[config.mk]
export PLATFORM = sky130hd
export DESIGN_NAME = adder32_flat
export DESIGN_NICKNAME = d
export VERILOG_FILES = /design/src/rtl/adder32_pkg.sv /design/src/rtl/adder32_if.sv /design/src/rtl/adder32_cla4.sv /design/src/rtl/adder32.sv /design/src/flat_wrapper.sv
export SDC_FILE = /design/constraint.sdc
export NUM_CORES = 1
export LEC_CHECK = 0
export CORE_MARGIN = 2
export CORE_UTILIZATION = 45
export CTS_CLUSTER_SIZE = 30
export DETAILED_ROUTE_END_ITERATION = 12
export PLACE_DENSITY_LB_ADDON = 0.05
export REMOVE_ABC_BUFFERS = 1
export SLEW_MARGIN = 20
export SYNTH_ARGS = -nofsm -noshare
export SYNTH_HDL_FRONTEND = slang
export SYNTH_SLANG_ARGS = --single-unit
[constraint.sdc]
create_clock -name clk -period 0.8 [get_ports clk]
set_input_delay 0.08 -clock clk [delete_from_list [all_inputs] [get_ports clk]]
set_output_delay 0.08 -clock clk [all_outputs]
set_load 0.02 [all_outputs]
[src/rtl/adder32_pkg.sv]
// Shared ALU definitions: operation encodings, datapath width and word type.
package adder32_pkg;
  localparam int DATA_W = 32;

  localparam logic ALUFN_ADD = 1'b0;
  localparam logic ALUFN_SUB = 1'b1;

  typedef logic [DATA_W-1:0] word_t;
endpackage

[src/rtl/adder32_if.sv]
// Operand/result bundle between the ALU front end and the add/subtract slice.
interface adder32_if;
  import adder32_pkg::*;

  word_t A;
  word_t B;
  logic  ALUFN;
  word_t sum;
  logic  Z;
  logic  V;
  logic  N;

  modport master (output A, output B, output ALUFN, input sum, input Z, input V, input N);
  modport slave  (input A, input B, input ALUFN, output sum, output Z, output V, output N);
endinterface

[src/rtl/adder32_cla4.sv]
// 4-bit carry-lookahead group; exports group generate/propagate for the
// second-level carry chain in the top.
module adder32_cla4 (
  input  logic [3:0] a,
  input  logic [3:0] b,
  input  logic       cin,
  output logic [3:0] s,
  output logic       g,
  output logic       p,
  output logic       cout
);
  logic [3:0] gi;
  logic [3:0] pi;
  logic [3:0] c;

  assign gi = a & b;
  assign pi = a ^ b;

  assign c[0] = cin;
  assign c[1] = gi[0] | (pi[0] & cin);
  assign c[2] = gi[1] | (pi[1] & gi[0]) | (pi[1] & pi[0] & cin);
  assign c[3] = gi[2] | (pi[2] & gi[1]) | (pi[2] & pi[1] & gi[0])
              | (pi[2] & pi[1] & pi[0] & cin);

  assign s = pi ^ c;

  assign g = gi[3] | (pi[3] & gi[2]) | (pi[3] & pi[2] & gi[1])
           | (pi[3] & pi[2] & pi[1] & gi[0]);
  assign p = &pi;
  assign cout = g | (p & cin);
endmodule

[src/rtl/adder32.sv]
// Registered 32-bit add/subtract slice of the ALU with Z/V/N flags; one-cycle
// latency, new result every cycle.
module adder32
  import adder32_pkg::*;
#(
  parameter int WIDTH = DATA_W
) (
  input  logic      clk,
  input  logic      rst_n,
  adder32_if.slave  bus
);
  localparam int NGRP = WIDTH / 4;

  logic [WIDTH-1:0] bx;
  logic [WIDTH-1:0] s;
  logic [NGRP:0]    c;
  logic [NGRP-1:0]  grp_g;
  logic [NGRP-1:0]  grp_p;
  logic [NGRP-1:0]  grp_cout;
  logic             cin;
  logic             c_msb_in;
  logic             v_next;

  // Subtract is A + ~B + 1, so the operation bit doubles as carry-in.
  assign cin  = (bus.ALUFN == ALUFN_SUB);
  assign bx   = cin ? ~bus.B : bus.B;
  assign c[0] = cin;

  for (genvar i = 0; i < NGRP; i++) begin : g_grp
    adder32_cla4 u_cla4 (
      .a    (bus.A[4*i +: 4]),
      .b    (bx[4*i +: 4]),
      .cin  (c[i]),
      .s    (s[4*i +: 4]),
      .g    (grp_g[i]),
      .p    (grp_p[i]),
      .cout (grp_cout[i])
    );
    assign c[i+1] = grp_g[i] | (grp_p[i] & c[i]);
  end

  // The sum bit is a ^ b ^ carry-in, which recovers the carry into the MSB.
  assign c_msb_in = s[WIDTH-1] ^ bus.A[WIDTH-1] ^ bx[WIDTH-1];
  assign v_next   = c_msb_in ^ c[NGRP];

  // Each group's own carry-out must agree with the second-level chain.
  a_grp_carry : assert property (@(posedge clk) disable iff (!rst_n)
    grp_cout == c[NGRP:1]);

  always_ff @(posedge clk or negedge rst_n) begin
    if (!rst_n) begin
      bus.sum <= '0;
      bus.Z   <= 1'b1;
      bus.V   <= 1'b0;
      bus.N   <= 1'b0;
    end else begin
      bus.sum <= s;
      bus.Z   <= (s == '0);
      bus.V   <= v_next;
      bus.N   <= s[WIDTH-1];
    end
  end
endmodule

[src/flat_wrapper.sv]
// flat-port wrapper written by rule: the top's interface ports become plain ports
module adder32_flat import adder32_pkg::*;
#(
  parameter int WIDTH = DATA_W
)
  (clk, rst_n, bus_A, bus_B, bus_ALUFN, bus_sum, bus_Z, bus_V, bus_N);
  adder32_if bus_i ();
  input  logic clk;
  input  logic rst_n;
  input wire logic [$bits(bus_i.A)-1:0] bus_A;
  input wire logic [$bits(bus_i.B)-1:0] bus_B;
  input wire logic [$bits(bus_i.ALUFN)-1:0] bus_ALUFN;
  output wire logic [$bits(bus_i.sum)-1:0] bus_sum;
  output wire logic [$bits(bus_i.Z)-1:0] bus_Z;
  output wire logic [$bits(bus_i.V)-1:0] bus_V;
  output wire logic [$bits(bus_i.N)-1:0] bus_N;
  assign bus_i.A = bus_A;
  assign bus_i.B = bus_B;
  assign bus_i.ALUFN = bus_ALUFN;
  assign bus_sum = bus_i.sum;
  assign bus_Z = bus_i.Z;
  assign bus_V = bus_i.V;
  assign bus_N = bus_i.N;
  adder32 #(.WIDTH(WIDTH)) u_core (.clk(clk), .rst_n(rst_n), .bus(bus_i));
endmodule
* Yosys cells after proc, flatten, opt, wreduce, memory -nomap -nowiden
Cells that the tools add are included.
** Cells by class
- Reduce and logical (&&, ||, !) cells :: 9
- Multiplexer cells :: 1
- Bitwise operators :: 228
** Operators by type and width (count)
- 1-bit AND :: 120
- 1-bit bitwise OR :: 80
- 4-bit XOR :: 16
- 4-bit AND :: 8
- 32-bit logical NOT :: 1
- 32-bit two-way mux :: 1
- 32-bit inverter :: 1
- 4-bit AND reduction :: 8
- 1-bit XOR :: 3
** Word-level totals
- Input bits :: 67
- Logic and storage cells :: 242
- Flip-flop bits (word level) :: 35
- Output and inout port bits :: 35

* Longest topological paths before layout
Gate-level depths: netlist of the first run.
- Depth after elaboration :: 26
- Gate-level depth with buffers :: 18

* Hierarchy
From an unflattened synthesis of the first run, not the netlist that was laid out.
** Unflattened totals
- Cell total of the unflattened synthesis :: 245
- Area total of the unflattened synthesis :: 2720.1 sq um
** By module, submodules not included
- adder32 :: instances 1, cells each 101, area each 1366.3 sq um, seq. area each 852.1 sq um
- adder32_cla4 at u_core.g_grp[0].u_cla4 ... :: instances 7, cells each 18, area each 167.7 sq um, seq. area each 0.0 sq um
- adder32_cla4 at u_core.g_grp[6].u_cla4 :: instances 1, cells each 18, area each 180.2 sq um, seq. area each 0.0 sq um

* Worst setup path after synthesis of the first run
No wires, ideal clock.
- Kind :: input to register
- Start :: in bus_ALUFN
- End :: reg u_core.bus.Z
- Setup slack :: -3.796 ns
- Stages :: 18
- Data arrival time :: 4.491 ns
- Path buffers :: 2
- Path through :: buf_6 -> clkbuf_1 -> xor2_1 -> ha_1 -> a211oi_4 -> nor4_4 -> o31ai_4 -> a21oi_2 -> nor2_1 -> o21a_1 -> fa_1 -> xnor2_1 -> or4_1 -> nor2_1 -> nor4b_1 -> or3b_1 -> a2111o_1 -> a2111oi_2
** Between the ends
- Elaborated cells between the ends (all ways) :: 223
- Classes of those cells :: mux (1); bitwise (214); reduce/logical (8)
** RTL lines
- from (decl) :: RTL line flat_wrapper.sv:12 : input wire logic [$bits(bus_i.ALUFN)-1:0] bus_ALUFN;
- 32-bit two-way mux :: RTL line adder32.sv:26 : assign bx = cin ? ~bus.B : bus.B;
- 4-bit XOR or 4-bit AND (tied branches) :: RTL line adder32_cla4.sv:17, adder32_cla4.sv:16
- 1-bit AND (on tied branches) :: RTL line adder32_cla4.sv:27, adder32_cla4.sv:28
- 1-bit bitwise OR, or another cell as far along :: RTL line adder32_cla4.sv:27 : assign g = gi[3] | (pi[3] & gi[2]) | (pi[3] & pi[2] & gi[1])
- 1-bit bitwise OR or 1-bit AND (tied branches) :: RTL line adder32_cla4.sv:27, adder32_cla4.sv:28
- 1-bit bitwise OR :: RTL line adder32_cla4.sv:28 : | (pi[3] & pi[2] & pi[1] & gi[0]);
- 1-bit bitwise OR
- 1-bit AND :: RTL line adder32.sv:39 : assign c[i+1] = grp_g[i] | (grp_p[i] & c[i]);
- (+4 left out)
- 1-bit bitwise OR
- 1-bit AND :: RTL line adder32.sv:39
- 1-bit bitwise OR
- 1-bit AND :: RTL line adder32_cla4.sv:20 : assign c[1] = gi[0] | (pi[0] & cin);
- 1-bit bitwise OR :: RTL line adder32_cla4.sv:20
- 4-bit XOR (*) :: RTL line adder32_cla4.sv:25 : assign s = pi ^ c;
- named net u_core.g_grp[5].u_cla4.s[1] :: RTL line adder32_cla4.sv:7 : output logic [3:0] s,
- 32-bit logical NOT (*) :: RTL line adder32.sv:58 : bus.Z <= (s == '0);
- to (signal assigned) :: RTL line adder32.sv:58
- to (decl) :: RTL line adder32_if.sv:14 : modport slave (input A, input B, input ALUFN, output sum, output Z, output V, output N);
Mark *: on every way through the listed nets, which the timed path passes. The rest lies on a longest branch.

* Final worst setup path of the first run
Same ends and word-level chain as after synthesis.

==> results of run 1 <==
-- routing by layer --
layer | wire [um] | part of all wire, % | track usage, %
met4 | 1030 | 7.2 | 11.4
met2 | 7240 | 50 | 48.9
met1 | 5020 | 35 | 30.1
met3 | 1120 | 7.8 | 4.38
met5 | 0 | 0 | 0
-- power groups by stage --
stage / Combinational [mW] / Sequential [mW] / Clock [mW]
after global routing: 7.90 / 2.62 / 1.51
final: 7.65 / 2.60 / 1.45
after CTS: 6.26 / 2.55 / 1.35
after floorplan: 1.87 / 3.14 / 0
after detailed placement: 5.61 / 2.48 / 0
after global placement: 5.50 / 2.46 / 0
-- metrics by stage --
stage	hold slack (ps)	std cells	area [um2]	setup WS (ps)
6_report	166	621	5820	-3550
5_1_grt	193	621	5820	-3600
4_1_cts	169	599	5270	-3070
3_5_place_dp	475	579	4750	-3890
3_3_place_gp	473	579	4750	-3730
2_1_floorplan	-216	306	2910	-3240
-- registers in the layout, indices dropped and copies added (netlist names) --
register / cells
u_core.bus.V: 1
u_core.bus.sum: 31
u_core.bus.Z: 1
u_core.bus.N: 1
-- how the worst max path moves through the flow --
| stage | cells after the start | to | slack, ps |
|---|---|---|---|
| after floorplan | 16 | u_core.bus.Z | -3240 |
| after global placement | 17 | u_core.bus.Z | -3730 |
| after detailed placement | 17 | u_core.bus.Z | -3890 |
| after CTS | 18 | u_core.bus.Z | -3070 |
| after global routing | 17 | u_core.bus.Z | -3600 |
| final | 18 | u_core.bus.Z | -3550 |
-- layout make-up --
class | instances | share of cell area, %
Timing Repair Buffer | 230 | 37.0
Clock buffer | 6 | 1.42
Sequential cell | 34 | 14.6
Tap cell | 77 | 1.65
Inverter | 25 | 1.61
Multi-Input combinational cell | 247 | 43.5
Clock inverter | 2 | 0.215
-- synthesized netlist by cell type (6+ instances only) --
cell type	count	area [um2]
nand3_1	7	35.0
nand2_1	14	52.6
a21oi_1	17	85.1
o21ai_0	9	45.0
or3_1	6	37.5
dfrtp_1	33	826
inv_1	25	93.8
xor2_1	36	315
nor2_1	30	113
a21o_1	6	45.0
nor3_1	8	40.0
fa_1	7	140
xnor2_1	16	140
ha_1	32	400
-- repair_timing --
item | in CTS | in global routing
gates resized for setup | 285 | 86
pin swaps | 38 | 40
hold endpoints to repair | 0 | 0
cloned | 1 | 0
hold buffers | 0 | 0
endpoints found under the setup margin | 69 | 69
buffers inserted | 15 | 25
-- cells by family after synthesis --
| family | after synthesis | share of synthesized area (%) |
|---|---|---|
| adders and majority gates | 39 | 18.3 |
| xor gates and xnor gates | 52 | 15.4 |
| buffers and inverters | 32 | 4.45 |
| DFF | 34 | 28.9 |
| and+or+nand+nor | 91 | 16.1 |
| muxes | 2 | 0.679 |
| AOI/OAI and AO/OA | 63 | 16.1 |
==> impl_metrics.py, run 1 <==
metrics = {
    "die": {
        "placement_rows": 29,
        "start_util_pct": 46.5,
        "dieArea_um2": 7220,
        "io-pin-count": 102,
        "die_y_um": 85.0,
        "core_area_um2": 6350,
        "die_width_um": 85.0,
    },
    "timing": {
        "rsz0062_at_grt": "true",
        "tightest_slew_ps": 746,
        "worst_slack_ps": -3550,
        "fin_setup_tns_ps": -61320,
        "min_period_over_period_pct": 543,
        "finalSetupViolCount": 69,
        "fmax_mhz": 230,
        "slew_headroom_pct": 49.9,
        "hold_viol": 0,
        "fin_crit_ps": 4350,
        "maxSlewViolCount": 0,
    },
    "setup_path": {
        "critical_path_class": "input port to register",
        "arrival_ps": 4550,
        "cp_cell_sequence": "buf_12, buf_12, xor2_2, ha_1, nand4_1, nor4_4, o31ai_4, a21oi_2, nor2_2, o21a_1, fa_2, xnor2_2, or4_4, nor2_1, nor4b_2, or3b_1, a2111o_1, a2111oi_2",
        "critPathMaxFanout": 8,
        "critPathMaxStageDelay_ps": 530,
        "end_kind": "register",
        "required_ps": 1000,
        "slowest_stage": "or4_4",
        "cp-start-kind": "input port",
        "crit_top_cell": "buf_12",
        "startpoint": "bus_ALUFN",
        "critPathTopFamily": "simple AND/OR/NAND/NOR gates",
        "path_buf_inv": 2,
    },
    "global_routing": {
        "grt_max_degree": 35,
        "grt_first_pass_wirelength_um": 15200,
        "grt_pass1_vias": 3303,
        "antenna_found_initial": 0,
        "grtUsageTotal_pct": 26.6,
        "grt_overflow": 0,
    },
    "layout": {
        "fin_nets": 649,
        "layout-drive-gt1-share_pct": 49.1,
        "final_core_util_pct": 91.7,
        "final_common_cell": "buf_4",
        "seq_area_um2": 852,
        "n_fill_cell": 249,
        "most-common-layout-cells": "buf_4, buf_6, clkdlybuf4s50_1",
        "multi_input_area_um2": 2530,
        "area_growth_pct": 97.3,
        "antenna_cells_inserted": 0,
    },
    "routing": {
        "drtIter0Drc": 201,
        "drcViolationCount": 0,
        "wirelength_um": 14400,
        "vias": 3745,
        "drtPass1Iterations": 5,
        "viasPerCell": 6.03,
        "drtAntennaViolNets": 0,
        "wl_per_cell_um": 23.2,
    },
    "cts": {
        "clk_pin_slew_ps": 90,
        "cts-root-buf": "clkbuf_8",
        "tritoncts": "yes",
        "cts_made_buffers": 5,
        "clock_sinks": 34,
        "ctsHtreeMaxLevel": 2,
        "clockBufferDepth": 2,
    },
    "power_and_ir_drop": {
        "netSwitchingFraction_pct": 41.9,
        "p_per_area_nw_per_um2": 2010,
        "pwr-share-comb_pct": 65.3,
        "power_leakage_nw": 2.70,
        "power_mw": 11.7,
        "power_frac_clock_pct": 12.4,
        "p_sw_mw": 4.90,
        "p_int_mw": 6.80,
        "ir_worst_vdd_mv": 2.13,
        "p_seq_share_pct": 22.2,
    },
    "outcome": {
        "violations": "setup timing",
        "outcome": "finished, violations left",
    },
    "run": {
        "drv_cap": 0,
    },
    "yosys": {
        "syn_inst": 313,
        "synth_edf_count": 0,
        "netlist_area_um2": 2950,
        "synth_cell_type_count": 53,
        "ys_seq_elements": 34,
        "ys_async_sr_fraction_pct": 100,
        "yosysWarnings": 0,
        "synth_flop_cell": "dfrtp_1",
        "seq_area_frac_synth_pct": 28.9,
        "synth.avg_cell_area_um2": 9.43,
    },
    "worst_hold_path": {
        "hp-class": "input port to asynchronous set/reset pin",
    },
    "placed_design": {
        "place_hpwl_um": 6890,
        "port_buffers": 101,
        "gp_congestion": 0.876,
    },
}
Note: power is estimated with default switching activity, not from simulation.
==> inputs of run 2 (changes only) <==
--- a/config.mk
+++ b/config.mk
@@ -9,6 +9,7 @@
 export CORE_UTILIZATION = 45
 export CTS_CLUSTER_SIZE = 30
 export DETAILED_ROUTE_END_ITERATION = 12
+export GPL_ROUTABILITY_DRIVEN = 0
 export PLACE_DENSITY_LB_ADDON = 0.05
 export REMOVE_ABC_BUFFERS = 1
 export SLEW_MARGIN = 20
==> results of run 2 <==
The final DEF is identical to that of run 1; final timing and power are the same.
